--- config.mk ---
export PLATFORM = sky130hd
export DESIGN_NAME = chip8_mem_arbiter
export DESIGN_NICKNAME = d
export VERILOG_FILES = /design/src/rtl/chip8_mem_arbiter.sv
export SDC_FILE = /design/constraint.sdc
export NUM_CORES = 1
export LEC_CHECK = 0
export BUFFER_PORTS_ARGS = -buffer_cell sky130_fd_sc_hd__buf_2
export CORE_MARGIN = 4
export CORE_UTILIZATION = 44
export CTS_CLUSTER_DIAMETER = 200
export DETAILED_ROUTE_END_ITERATION = 16
export GPL_ROUTABILITY_DRIVEN = 0
export PLACE_DENSITY = 0.81
export SLEW_MARGIN = 20
export SYNTH_ARGS = -nofsm -noshare
export SYNTH_HDL_FRONTEND = slang
export SYNTH_SLANG_ARGS = --single-unit
--- constraint.sdc ---
create_clock -name clk -period 7.6 [get_ports clk]
set_clock_uncertainty 0.15 [all_clocks]
set_input_delay 1.14 -clock clk [delete_from_list [all_inputs] [get_ports clk]]
set_output_delay 1.14 -clock clk [all_outputs]
set_load 0.05 [all_outputs]
--- src/rtl/chip8_mem_arbiter.sv ---
// ---------------------------------------------------------------------------
// chip8_mem_arbiter
//
// Shares port A of the CHIP-8 main memory between three requesters:
//   - the external game loader (ld_*)
//   - the CPU data unit (dt_*): Fx55/Fx65 bursts, Fx33 BCD, Dxyn sprite reads
//   - the CPU instruction fetch (fe_*), read only
//
// At most one access is issued per cycle. Grants are combinational, so the
// accepted access reaches the memory in the same cycle. Read data comes back
// one cycle later on the shared rdata bus, qualified by the per-requester
// *_rvalid strobe. Writes into the interpreter area (addr < 0x200) are acked
// but never reach the memory; they raise a one-cycle prot_err instead.
//
// Priority, highest first:
//   lock owner (CPU data while dt_lock held), loader, aged fetch,
//   CPU data, fetch.
// While load_active is high only the loader can be granted.
//
// Ports:
//   clk, res_n             clock, asynchronous active-low reset
//   load_active            loader owns the memory
//   ld_req/we/addr/wdata   loader request;   ld_ack, ld_rvalid
//   dt_req/we/lock/addr/wdata  CPU data;     dt_ack, dt_rvalid
//   fe_req/addr            fetch request;    fe_ack, fe_rvalid
//   rdata                  shared read data (= mem_rdata)
//   prot_err               pulse, protected write accepted last cycle
//   mem_en/write/addr/wdata  memory port A command
//   mem_rdata              memory port A registered read data
// ---------------------------------------------------------------------------
module chip8_mem_arbiter #(
    parameter int AGE_MAX = 4
) (
    input  logic        clk,
    input  logic        res_n,
    input  logic        load_active,
    input  logic        ld_req,
    input  logic        ld_we,
    input  logic [11:0] ld_addr,
    input  logic [7:0]  ld_wdata,
    output logic        ld_ack,
    output logic        ld_rvalid,
    input  logic        dt_req,
    input  logic        dt_we,
    input  logic        dt_lock,
    input  logic [11:0] dt_addr,
    input  logic [7:0]  dt_wdata,
    output logic        dt_ack,
    output logic        dt_rvalid,
    input  logic        fe_req,
    input  logic [11:0] fe_addr,
    output logic        fe_ack,
    output logic        fe_rvalid,
    output logic [7:0]  rdata,
    output logic        prot_err,
    output logic        mem_en,
    output logic        mem_write,
    output logic [11:0] mem_addr,
    output logic [7:0]  mem_wdata,
    input  logic [7:0]  mem_rdata
);

    localparam logic [2:0] AGE_MAX_C = 3'(AGE_MAX);

    typedef enum logic [1:0] {
        SEL_NONE = 2'd0,
        SEL_LD   = 2'd1,
        SEL_DT   = 2'd2,
        SEL_FE   = 2'd3
    } sel_e;

    // The interpreter/font area below 0x200 is write protected.
    function automatic logic is_protected(input logic [11:0] addr);
        return (addr[11:9] == 3'b000);
    endfunction

    sel_e        sel_s;
    logic        grant_s;
    logic [11:0] acc_addr_s;
    logic        acc_we_s;
    logic [7:0]  acc_wdata_s;
    logic        prot_hit_s;

    logic        owner_q,     owner_d;
    logic [2:0]  age_q,       age_d;
    logic        ld_rvalid_q, ld_rvalid_d;
    logic        dt_rvalid_q, dt_rvalid_d;
    logic        fe_rvalid_q, fe_rvalid_d;
    logic        prot_err_q,  prot_err_d;
    logic [11:0] mem_addr_q,  mem_addr_d;
    logic [7:0]  mem_wdata_q, mem_wdata_d;

    // Arbitration: pick at most one requester from requests and registered state.
    always_comb begin
        sel_s = SEL_NONE;
        if (!res_n) begin
            // No grant may escape while reset is held.
            sel_s = SEL_NONE;
        end else if (load_active) begin
            if (ld_req) begin
                sel_s = SEL_LD;
            end else begin
                sel_s = SEL_NONE;
            end
        end else if (owner_q && dt_lock) begin
            // Locked burst: data unit only, even if it pauses its requests.
            if (dt_req) begin
                sel_s = SEL_DT;
            end else begin
                sel_s = SEL_NONE;
            end
        end else if (ld_req) begin
            sel_s = SEL_LD;
        end else if (fe_req && (age_q == AGE_MAX_C)) begin
            sel_s = SEL_FE;
        end else if (dt_req) begin
            sel_s = SEL_DT;
        end else if (fe_req) begin
            sel_s = SEL_FE;
        end else begin
            sel_s = SEL_NONE;
        end
    end

    // Route the winning requester's command onto the memory port.
    always_comb begin
        acc_addr_s  = 12'h000;
        acc_we_s    = 1'b0;
        acc_wdata_s = 8'h00;
        case (sel_s)
            SEL_LD: begin
                acc_addr_s  = ld_addr;
                acc_we_s    = ld_we;
                acc_wdata_s = ld_wdata;
            end
            SEL_DT: begin
                acc_addr_s  = dt_addr;
                acc_we_s    = dt_we;
                acc_wdata_s = dt_wdata;
            end
            SEL_FE: begin
                acc_addr_s  = fe_addr;
                acc_we_s    = 1'b0;
                acc_wdata_s = 8'h00;
            end
            default: begin
                acc_addr_s  = 12'h000;
                acc_we_s    = 1'b0;
                acc_wdata_s = 8'h00;
            end
        endcase
    end

    assign grant_s    = (sel_s != SEL_NONE);
    assign prot_hit_s = grant_s && acc_we_s && is_protected(acc_addr_s);

    assign ld_ack    = (sel_s == SEL_LD);
    assign dt_ack    = (sel_s == SEL_DT);
    assign fe_ack    = (sel_s == SEL_FE);

    // A protected write is acked but suppressed at the memory.
    assign mem_en    = grant_s && !prot_hit_s;
    assign mem_write = grant_s && acc_we_s && !prot_hit_s;
    // Address/data hold their last value when idle to avoid needless toggling.
    assign mem_addr  = grant_s ? acc_addr_s : mem_addr_q;
    assign mem_wdata = mem_write ? acc_wdata_s : mem_wdata_q;

    assign rdata     = mem_rdata;
    assign ld_rvalid = ld_rvalid_q;
    assign dt_rvalid = dt_rvalid_q;
    assign fe_rvalid = fe_rvalid_q;
    assign prot_err  = prot_err_q;

    // Next-state for lock ownership, fetch age and the response strobes.
    always_comb begin
        owner_d     = owner_q;
        age_d       = age_q;
        ld_rvalid_d = (sel_s == SEL_LD) && !ld_we;
        dt_rvalid_d = (sel_s == SEL_DT) && !dt_we;
        fe_rvalid_d = (sel_s == SEL_FE);
        prot_err_d  = prot_hit_s;
        mem_addr_d  = mem_addr;
        mem_wdata_d = mem_wdata;

        if (load_active) begin
            owner_d = 1'b0;
        end else if (!dt_lock) begin
            // First cycle with dt_lock low already arbitrates normally.
            owner_d = 1'b0;
        end else if (sel_s == SEL_DT) begin
            owner_d = 1'b1;
        end else begin
            owner_d = owner_q;
        end

        if (load_active || !fe_req || (sel_s == SEL_FE)) begin
            age_d = 3'd0;
        end else if (age_q != AGE_MAX_C) begin
            age_d = age_q + 3'd1;
        end else begin
            age_d = age_q;
        end
    end

    // State registers; reset also drops any read strobe still in flight.
    always_ff @(posedge clk or negedge res_n) begin
        if (!res_n) begin
            owner_q     <= 1'b0;
            age_q       <= 3'd0;
            ld_rvalid_q <= 1'b0;
            dt_rvalid_q <= 1'b0;
            fe_rvalid_q <= 1'b0;
            prot_err_q  <= 1'b0;
            mem_addr_q  <= 12'h000;
            mem_wdata_q <= 8'h00;
        end else begin
            owner_q     <= owner_d;
            age_q       <= age_d;
            ld_rvalid_q <= ld_rvalid_d;
            dt_rvalid_q <= dt_rvalid_d;
            fe_rvalid_q <= fe_rvalid_d;
            prot_err_q  <= prot_err_d;
            mem_addr_q  <= mem_addr_d;
            mem_wdata_q <= mem_wdata_d;
        end
    end

endmodule

---- Word-level counts from Yosys, hierarchy flattened ----
Cells that the tools add are included.
operators by class
  add/sub/neg operators ................... 1
  equality and inequality tests ........... 6
  mux-type cells .......................... 19
  reduce and logical (&&, ||, !) cells .... 17
operators with widths
  cell                                            number
  case mux 12 bit (3 select lines)                1
  two-way mux 2 bit                               8
  case mux 8 bit (2 select lines)                 1
  two-way mux 12 bit                              1
  logical AND 1 bit                               8
  two-way mux 8 bit                               1
  two-way mux 3 bit                               2
  == test 2 bit (second input constant)           2
  logical NOT 1 bit                               4
  two-way mux 1 bit                               4
  nonzero test 2 bit                              2
  adder 3 x 1 -> 3 bit (second input constant)    1
  == test 3 bit (second input constant)           1
  logical NOT 3 bit                               1
  != test 3 x 2 -> 1 bit (second input constant)  1
  != test 3 bit (second input constant)           1
  == test 2 x 1 -> 1 bit (second input constant)  1
  logical OR 1 bit                                2
  case mux 1 bit (2 select lines)                 1
storage, ports and cells
  flip-flop bits (word level) ............. 28
  input port bits ......................... 69
  output and inout bits ................... 37
  word-level logic and storage cells ...... 51

---- Logic depth before layout (Yosys ltp) ----
Gate-level depths: netlist (run 1).
  word-level depth ........................ 14
  depth in mapped cells ................... 12
  mapped depth without buffers ............ 11

---- Worst setup path before layout (run 1) ----
Ideal clock, no wire load.
  path type ............................... input port to output port
  from .................................... input port load_active
  to ...................................... output port mem_addr[1]
  arrival time ............................ 4.076 ns
  data required time ...................... 6.310 ns
  path slack .............................. 2.234 ns
  stages on the path ...................... 9
  path buffers ............................ 2
  cell sequence ........................... nand2b_1 a21oi_1 o221a_2 inv_1 ha_1 clkbuf_1 clkbuf_1 a222oi_1 o21ai_0
between the ends
  cells in the longest elaborated chain, start to end .. 5
  elaborated cells on any way between the ends .. 8
  those cells by class .................... eq/ne: 3; mux: 4; reduce/logical: 1
RTL lines
  element                           RTL line  RTL
  from (decl)                       36        input logic load_active,
  two-way mux 2 bit                 99        end else if (load_active) begin
  two-way mux 2 bit                 96        if (!res_n) begin
  == test 2 bit                     n/a
  net dt_ack                        48        output logic dt_ack,
  case mux 12 bit (3 select lines)  130       case (sel_s)
  two-way mux 12 bit                165       assign mem_addr = grant_s ? acc_addr_s : mem_addr_q;
  to (decl)                         58        output logic [11:0] mem_addr,
The timed path passes the listed nets, and every way through them passes these cells.

---- Final worst setup path (run 1) ----
  from .................................... input port res_n
  to ...................................... output port mem_wdata[4]
between the ends
  cells in the longest elaborated chain, start to end .. 8
  elaborated cells on any way between the ends .. 14
  those cells by class .................... eq/ne: 3; mux: 5; reduce/logical: 6
RTL lines
  element                                                                                     RTL line      RTL
  from (decl)                                                                                 35            input logic res_n,
  two-way mux 2 bit *                                                                         96
  == test 2 bit / == test 2 x 1 -> 1 bit (equally long branches)                              130
  case mux 12 bit (3 select lines) / case mux 1 bit (2 select lines) (equally long branches)  130
  logical NOT 3 bit / logical AND 1 bit (equally long branches)                               74, 155, 163
  logical AND 1 bit                                                                           155           assign prot_hit_s = grant_s && acc_we_s && is_protected(acc_addr_s);
  logical NOT 1 bit                                                                           163           assign mem_write = grant_s && acc_we_s && !prot_hit_s;
  logical AND 1 bit                                                                           163
  two-way mux 8 bit *                                                                         166           assign mem_wdata = mem_write ? acc_wdata_s : mem_wdata_q;
  to (decl)                                                                                   59            output logic [7:0] mem_wdata,
Mark *: on every way between the ends. The rest lies on a longest branch, timed or not.

==> impl_metrics.tcl, run 1 <==
set metrics [dict create \
    dp_hpwl_mm 3.177 \
    p_per_area_nw_per_um2 167.8 \
    die_area_um2 4469 \
    max_freq_ghz 0.1697 \
    post_cts_buffers 0 \
    syn_nets 223 \
    post_cts_resized 0 \
    cts_buffer_depth 2 \
    vdd_drop_max_v 0.00006703 \
    numCtsBuffers 3 \
    rsz0062_at_grt "no" \
    finalPower_uw 331.6 \
    hold_buffers 0 \
    via_per_inst 5.119 \
    htreeDepth 1 \
    path_class "in -> out" \
    area_growth_pct 29.64 \
    hold_viol_final 0 \
    ant_nets 0 \
    grt-ovfl-total 0 \
    fillerInstances 314 \
    clk_pin_slew_ps 150 \
    slew_violations 0 \
    yosysSeqAreaShare_pct 45.98 \
    synth_cell_types 28 \
    leakagePower_uw 0.001084 \
    arrival_ps 4600 \
    slew_headroom_pct 42.30 \
    grt_pass1_vias 1330 \
    final_nets 300 \
    setup_viol 0 \
    drt_iter0_markers 112 \
    ys_warn_count 0 \
    cts-root-buf "clkbuf_4" \
    r2r_slack_ps 3760 \
    cts_tree "yes" \
    critPathLaunchType "primary input" \
    antenna_found_initial 0 \
    avgSynthCellArea_um2 10.37 \
    clk_latency_ps 340 \
    drive_above_1_share_pct 47.53 \
    crit_slowest_cell "ha_1" \
    worst-path-stages 9 \
    fp.coreArea_um2 3337 \
    dieHeight_um 66.85 \
    reg2reg_to "mem_wdata_q[4]$_DFF_PN0_" \
    cap_violations 0 \
    grt_pass1_wl_mm 6.403 \
    cp-endpoint "mem_wdata[4]" \
    period_minus_slack_ps 5892 \
    route.detailed.drc 0 \
    synth_area_um2 1524 \
    start_util_pct 45.67 \
    finalSetupTns_ps 0 \
    hold_slack_ps 358.8 \
    grt_max_degree 31 \
    outcome "finished, final reports clean" \
    crit_start "res_n" \
    row_count 21 \
    fin_crit_sh_pct 77.53 \
    worst-path-max-fanout 30 \
    post_drt_wl_per_cell_um 15.42 \
    ys_seq_elements 28 \
    first_pass_iters 5 \
    diodes 0 \
    hp-class "reg -> reg" \
    ios 106 \
    synth_cells 147 \
    crit_chain "buf_2 > nand4bb_1 > inv_1 > ha_1 > a22oi_1 > or3_4 > or3_1 > mux2_4 > buf_2" \
    min-delay-start "mem_addr_q[7]$_DFF_PN0_" \
    worst-path-buf-inv 3 \
    vias 1377 \
    timing.rr.start "age_q[0]$_DFFE_PN0P_" \
    routed_wl_mm 4.148 \
    io_buffer_count 89 \
    reg2reg_depth 11 \
    tightest_slew_ps 865.5 \
    critPathMaxStageDelay_ps 730 \
    critPathMostFrequentCell "buf_2" \
    crit_required_ps 6310 \
    die_w_um 66.85 \
    crit_path_end_kind "primary output" \
    grt.total_usage_pct 18.81 \
    cts_num_sinks 28 \
    crit_family "simple AND/OR/NAND/NOR gates" \
]
## worst min path at each step
stage | depth (start not counted) | slack (ps) | end
2_1_floorplan | 2 | 390 | age_q[0]$_DFFE_PN0P_
5_1_grt | 1 | 380 | mem_wdata_q[3]$_DFF_PN0_
6_report | 2 | 360 | mem_addr_q[7]$_DFF_PN0_
4_1_cts | 2 | 360 | mem_addr_q[7]$_DFF_PN0_
3_3_place_gp | 2 | 320 | mem_addr_q[8]$_DFF_PN0_
3_5_place_dp | 1 | 320 | mem_wdata_q[6]$_DFF_PN0_
## cells in the final DEF (no fill, tap or decap), types with 2 or more instances in the layout
| cell type | n |
|---|---|
| mux2_4 | 8 |
| a22oi_1 | 9 |
| o21ai_0 | 12 |
| nor2_1 | 14 |
| nor2b_1 | 2 |
| or2_2 | 2 |
| a222oi_1 | 12 |
| inv_1 | 5 |
| clkbuf_4 | 3 |
| nand2_1 | 17 |
| a21oi_1 | 3 |
| dfrtp_1 | 28 |
| buf_2 | 89 |
| ha_1 | 7 |
## stage by stage
stage / cells / utilization, % / instance area (um^2) / worst slack [ps]
detailed placement: 265 / 57.63 / 1923 / 1618
finish: 269 / 59.21 / 1976 / 1708
global route: 269 / 59.21 / 1976 / 1312
CTS: 269 / 59.21 / 1976 / 1618
floorplan: 147 / - / 1524 / 2234
global placement: 265 / 57.63 / 1923 / 1798
## Yosys cell counts (all sizes together)
| cell | number | area, um^2 |
|---|---|---|
| dfrtp | 28 | 700.7 |
| nand2 | 17 | 63.81 |
| nor2 | 14 | 52.55 |
| a222oi | 12 | 120.1 |
| o21ai | 12 | 60.06 |
| buf | 10 | 76.32 |
| a22oi | 9 | 67.56 |
| mux2 | 8 | 120.1 |
| clkbuf | 7 | 27.52 |
| ha | 7 | 87.58 |
| inv | 5 | 18.77 |
| a21oi | 3 | 15.01 |
| nor2b | 2 | 12.51 |
| or2 | 2 | 12.51 |
| or3 | 2 | 17.52 |
| and3 | 1 | 6.260 |
| nand2b | 1 | 6.260 |
| nand3 | 1 | 5.000 |
| nand4bb | 1 | 11.26 |
| nor3 | 1 | 5.000 |
| nor3b | 1 | 7.510 |
| o21ba | 1 | 10.01 |
| o221a | 1 | 11.26 |
| xnor2 | 1 | 8.760 |
## cell type report
type	count	area, um^2	area share (%)
Timing Repair Buffer	89	445.4	22.55
Sequential cell	28	700.7	35.47
Tap cell	46	57.56	2.913
Clock buffer	3	22.52	1.140
Multi-Input combinational cell	97	700.7	35.47
Inverter	5	18.77	0.9500
Clock inverter	1	30.03	1.520
## worst min-delay path, stage by stage (launching register included)
cell     delay (ps)
dfrtp_1         350
nand2_1          40
o21ai_0          80
## per-layer routing
metal	up-vias	global-route usage [%]	wire length (um)
li1	678	-	-
met4	0	6.076	53
met2	63	31.93	2020
met1	632	22.96	1675
met5	-	0	0
met3	4	5.059	398
## state kept, by name, summed over array words and instances (netlist names)
register     cells
age_q            3
dt_rvalid        1
fe_rvalid        1
ld_rvalid        1
mem_addr_q      12
mem_wdata_q      8
owner_q          1
prot_err         1
## cells by family (layout without fill, tap and decap cells)
logic type | Yosys count | in the layout | share of synthesized area, %
adders and majority gates | 7 | 7 | 5.747
xor gates and xnor gates | 1 | 1 | 0.5748
buffers and inverters | 22 | 98 | 8.045
and+or+nand+nor | 43 | 43 | 13.14
muxes | 8 | 8 | 7.882
AOI/OAI and AO/OA | 38 | 38 | 18.64
DFF | 28 | 28 | 45.98
## power breakdown
part,switching (uW),internal [uW],total (uW),leakage (uW)
combinational,50.1,27.0,77.1,0.000670
clock,44.7,53.4,98.1,0.0000279
sequential,1.91,154,156,0.000386
total,96.7,235,332,0.00108
No activity file was read; power rests on OpenSTA's default activity.
==> run 2: changes to the inputs <==
- CORE_UTILIZATION: 44 -> 41
- PLACE_DENSITY: 0.81 -> 0.76
- clock period: 7.6 -> 5.55 ns (I/O delays scaled with it)
==> run 2 against run 1 <==
  * Sequential cell count did not move
  * Clock-buffer cell count did not move
  * Clock power rose by 8%
  * Die area rose by 6.4%
  * Largest cell class unchanged
==> impl_metrics.tcl, run 2 (synthesis results as in run 1) <==
set metrics [dict create \
    numCtsBuffers 3 \
    critPathLaunchType "register" \
    p_per_area_nw_per_um2 214.9 \
    cts_buffer_depth 2 \
    antenna_found_initial 0 \
    crit_required_ps 4570 \
    dp_hpwl_mm 3.332 \
    vias 1424 \
    routed_wl_mm 4.156 \
    preCtsSetupSlack_ps 938.8 \
    post_cts_buffers 0 \
    leakagePower_uw 0.001093 \
    max_freq_ghz 0.2153 \
    worst-path-max-fanout 12 \
    grt_pass1_vias 1311 \
    dieHeight_um 68.97 \
    largest_reg_flops 12 \
    top_register "mem_addr_q" \
    setup_viol 0 \
    row_count 21 \
    htreeDepth 1 \
    slew_headroom_pct 62.03 \
    fillerInstances 327 \
    io_buffer_count 89 \
    grt-ovfl-total 0 \
    cts_num_sinks 28 \
    vdd_drop_max_v 0.0001344 \
    first_pass_iters 7 \
    place_area_um2 1946 \
    die_w_um 68.97 \
    die_area_um2 4756 \
    grt.total_usage_pct 16.92 \
    diodes 0 \
    multi_input_area_um2 700.7 \
    route.detailed.drc 0 \
    clk_pin_slew_ps 90 \
    post_drt_wl_per_cell_um 15.34 \
    arrival_ps 3660 \
    rsz0062_at_grt "no" \
    drive_above_1_share_pct 48.00 \
    final_cell_mix "89 x buf_2, 28 x dfrtp_1, 17 x nand2_1" \
    path_class "reg -> out" \
    via_per_inst 5.255 \
    grt_pass1_wl_mm 6.023 \
    hold_viol_final 0 \
    clk_latency_ps 270 \
    finalSetupTns_ps 0 \
    finalWorstSetupSlack_ps 905.7 \
    post_cts_resized 0 \
    hp-class "in -> async" \
    drt_iter0_markers 117 \
    slew_violations 0 \
    tightest_slew_ps 569.5 \
    hold_buffers 0 \
    outcome "finished, final reports clean" \
    grt_max_degree 27 \
    final_common_cell "buf_2" \
    cts_tree "yes" \
    fin_crit_sh_pct 83.68 \
    ant_nets 0 \
    period_minus_slack_ps 4644 \
    start_util_pct 43.94 \
    regArea_um2 700.7 \
    area_growth_pct 30.38 \
    cap_violations 0 \
    fin_area_um2 1987 \
    post-route-util_pct 57.29 \
    cts-root-buf "clkbuf_8" \
    fp.coreArea_um2 3468 \
    final_nets 303 \
    top_regs "mem_addr_q (12), mem_wdata_q (8), age_q (3)" \
    ios 106 \
    crit_path_end_kind "primary output" \
    finalPower_uw 426.9 \
]
-- run 2: changes by cell type in the layout (fill, tap and decap cells not counted), sizes merged --
cell	before	now
buf	89	92
bufinv	1	0
-- run 2: final timing paths --
| kind | start | to | slack (ps) | depth (start not counted) |
|---|---|---|---|---|
| max | age_q[0]$_DFFE_PN0P_ | mem_wdata[3] | 910 | 12 |
| min | res_n | age_q[1]$_DFFE_PN0P_ | 200 | 1 |
| max reg2reg | age_q[0]$_DFFE_PN0P_ | mem_wdata_q[3]$_DFF_PN0_ | 2110 | 11 |
| min reg2reg | mem_addr_q[9]$_DFF_PN0_ | mem_addr_q[9]$_DFF_PN0_ | 350 | 2 |
| max in group asynchronous | res_n | mem_wdata_q[1]$_DFF_PN0_ | 4520 | 2 |
| min in group clk | mem_addr_q[9]$_DFF_PN0_ | mem_addr_q[9]$_DFF_PN0_ | 350 | 2 |
-- run 2: per-layer routing --
| metal | vias up | routed length (um) | track usage [%] |
|---|---|---|---|
| met4 | 0 | 16 | 3.650 |
| met1 | 666 | 1690 | 21.79 |
| met5 | - | 0 | 0 |
| met3 | 4 | 541 | 7.131 |
| met2 | 68 | 1907 | 26.43 |
| li1 | 686 | - | - |
-- run 2: power breakdown --
group	leakage, uW	switching, uW	total [uW]	internal, uW
Clock	0.0000216	57.5	106	48.7
Combinational	0.000685	68.7	107	38.3
Sequential	0.000386	2.51	214	211
Total	0.00109	129	427	298
-- run 2: area by class of cell --
class                           count  area share, %
Timing Repair Buffer               92          23.55
Multi-Input combinational cell     97          35.26
Clock buffer                        3          2.078
Inverter                            5         0.9446
Sequential cell                    28          35.26
Tap cell                           46          2.897
-- run 2: worst max-delay path, stage by stage, from the launching register on --
cell	delay (ps)
dfrtp_1	390
inv_1	60
ha_1	220
nand2_1	120
a21oi_1	80
o221a_2	300
inv_1	110
ha_1	410
a22oi_1	160
or3_4	360
or3_1	590
mux2_4	390
buf_2	210
-- run 2: metrics by stage --
| stage | hold WS (ps) | instances |
|---|---|---|
| 2_1_floorplan | 386.8 | 147 |
| 3_3_place_gp | 324.0 | 268 |
| 3_5_place_dp | 325.8 | 268 |
| 4_1_cts | 194.4 | 271 |
| 5_1_grt | 189.2 | 271 |
| 6_report | 202.2 | 271 |
==> run 3: changes to the inputs <==
- clock period: 5.55 -> 4.8 ns (I/O delays scaled with it)
==> run 3 against run 2 <==
  * Cell area is 1.3% higher
  * Core utilization increased by 0.72 points
  * Final cell count increased by 1.5%
  * Total power rose by 18%
  * Via count is 3.7% higher
  * Wire length is 6.4% higher
  * Clock power is 21% higher
  * Combinational power increased by 19%
  * Sequential power rose by 15%
  * First-iteration DRC count decreased by 35%
  * Critical endpoint is now mem_wdata[1]
==> impl_metrics.tcl, run 3 (synthesis results as in run 1) <==
set metrics [dict create \
    period_minus_slack_ps 4566 \
    die_w_um 68.97 \
    met2WireLength_mm 2.102 \
    row_count 21 \
    grt_pass1_wl_mm 6.561 \
    grt.total_usage_pct 18.77 \
    cts-root-buf "clkbuf_8" \
    dr_wl_met3_um 441 \
    fp.coreArea_um2 3468 \
    critPathMaxStageDelay_ps 600 \
    final_cell_mix "89 x buf_2, 28 x dfrtp_1, 17 x nand2_1" \
    via_per_inst 5.367 \
    max_freq_ghz 0.2190 \
    cts_buffer_depth 2 \
    grt_pass1_vias 1435 \
    slew_violations 0 \
    post_cts_resized 0 \
    top_register "mem_addr_q" \
    finalSetupTns_ps 0 \
    drt_iter0_markers 76 \
    dieHeight_um 68.97 \
    post_cts_buffers 0 \
    dp_hpwl_mm 3.494 \
    finalWorstSetupSlack_ps 233.9 \
    htreeDepth 1 \
    crit_chain "inv_1 > ha_1 > nand2_1 > a21oi_1 > o221a_2 > inv_1 > ha_1 > a22oi_1 > or3_4 > or3_1 > mux2_4 > buf_2" \
    start_util_pct 43.94 \
    reg2reg_depth 11 \
    ant_nets 0 \
    numCtsBuffers 3 \
    fin_crit_sh_pct 95.13 \
    die_area_um2 4756 \
    hold_viol_final 0 \
    clk_latency_ps 280 \
    crit_required_ps 3930 \
    rsz0062_at_grt "no" \
    worst-path-stages 12 \
    hp-class "in -> async" \
    ios 106 \
    wl_met1_mm 1.837 \
    worst-path-max-fanout 11 \
    vias 1476 \
    critPathLaunchType "register" \
    crit_path_end_kind "primary output" \
    preCtsSetupSlack_ps 382.8 \
    setup_viol 0 \
    cap_violations 0 \
    crit_family "simple AND/OR/NAND/NOR gates" \
    tightest_slew_ps 540.6 \
    outcome "finished, final reports clean" \
    grt_max_degree 27 \
    final_common_cell "buf_2" \
    crit_slowest_cell "or3_1" \
    clk_pin_slew_ps 90 \
    cts_tree "yes" \
    routed_wl_mm 4.423 \
    final_nets 306 \
    leakagePower_uw 0.001108 \
    path_class "reg -> out" \
    route.detailed.drc 0 \
    post_drt_wl_per_cell_um 16.08 \
    cts_num_sinks 28 \
    arrival_ps 3700 \
    io_buffer_count 89 \
    area_growth_pct 32.02 \
    worst-path-buf-inv 3 \
    dp.cells 271 \
    grt-ovfl-total 0 \
    finalNonFillerCells 275 \
    drive_above_1_share_pct 48.68 \
    top_regs "mem_addr_q (12), mem_wdata_q (8), age_q (3)" \
    top_layer "met4" \
    antenna_found_initial 1 \
    hold_buffers 0 \
    vdd_drop_max_v 0.0001239 \
    slew_headroom_pct 63.96 \
    largest_reg_flops 12 \
    first_pass_iters 5 \
    p_per_area_nw_per_um2 249.8 \
    post-route-util_pct 58.01 \
]
==> run 3: cell types whose count changed in the layout (fill, tap and decap cells not counted), sizes merged <==
cell   delta
diode     +1
buf       +3
==> run 3: layout make-up <==
cell class,instances,area [um^2]
multi-input cells,97,700.7
well taps,46,57.56
diodes,1,2.502
clock buffers,3,41.29
inverters,5,18.77
repair buffers,95,490.5
fillers,338,1456
flip-flops and latches,28,700.7
==> run 3: routing by layer <==
layer / track usage (%) / vias up
met4: 5.596 / 0
met2: 31.90 / 70
met5: 0 / -
met3: 6.645 / 6
li1: - / 690
met1: 22.17 / 710
==> run 3: power breakdown <==
group / leakage [uW] / internal, uW / switching (uW)
Combinational: 0.000700 / 45.9 / 81.4
Clock: 0.0000216 / 56.4 / 71.5
Sequential: 0.000386 / 244 / 3.08
Total: 0.00111 / 347 / 156
==> run 3: worst register-to-register path, stage by stage, from the launching register on <==
cell and delay (ps):
dfrtp_1 400, inv_1 60, ha_1 220, nand2_1 120, a21oi_1 80, o221a_2 290, inv_1 110, ha_1 400
a22oi_1 160, or3_4 360, or3_1 600, mux2_4 400
==> run 3: path summary, 6_finish.rpt <==
path / slack, ps / endpoint / startpoint
setup / recovery: 230 / mem_wdata[1] / age_q[0]$_DFFE_PN0P_
hold / removal: 80 / owner_q$_DFFE_PN0P_ / res_n
setup reg to reg: 1330 / mem_wdata_q[1]$_DFF_PN0_ / age_q[0]$_DFFE_PN0P_
hold reg to reg: 350 / mem_addr_q[3]$_DFF_PN0_ / mem_addr_q[3]$_DFF_PN0_
max in group asynchronous: 3880 / mem_wdata_q[0]$_DFF_PN0_ / res_n
min in group clk: 350 / mem_addr_q[3]$_DFF_PN0_ / mem_addr_q[3]$_DFF_PN0_
==> run 3: metrics by stage <==
step / cell area (um^2) / hold slack (ps) / power (uW)
after floorplan: 1524 / 274.4 / 345.4
after global placement: 1968 / 322.6 / 377.7
after detailed placement: 1968 / 324.5 / 379.8
after CTS: 2009 / 78.82 / 506.8
after global routing: 2012 / 73.27 / 528.3
final: 2012 / 84.58 / 502.6
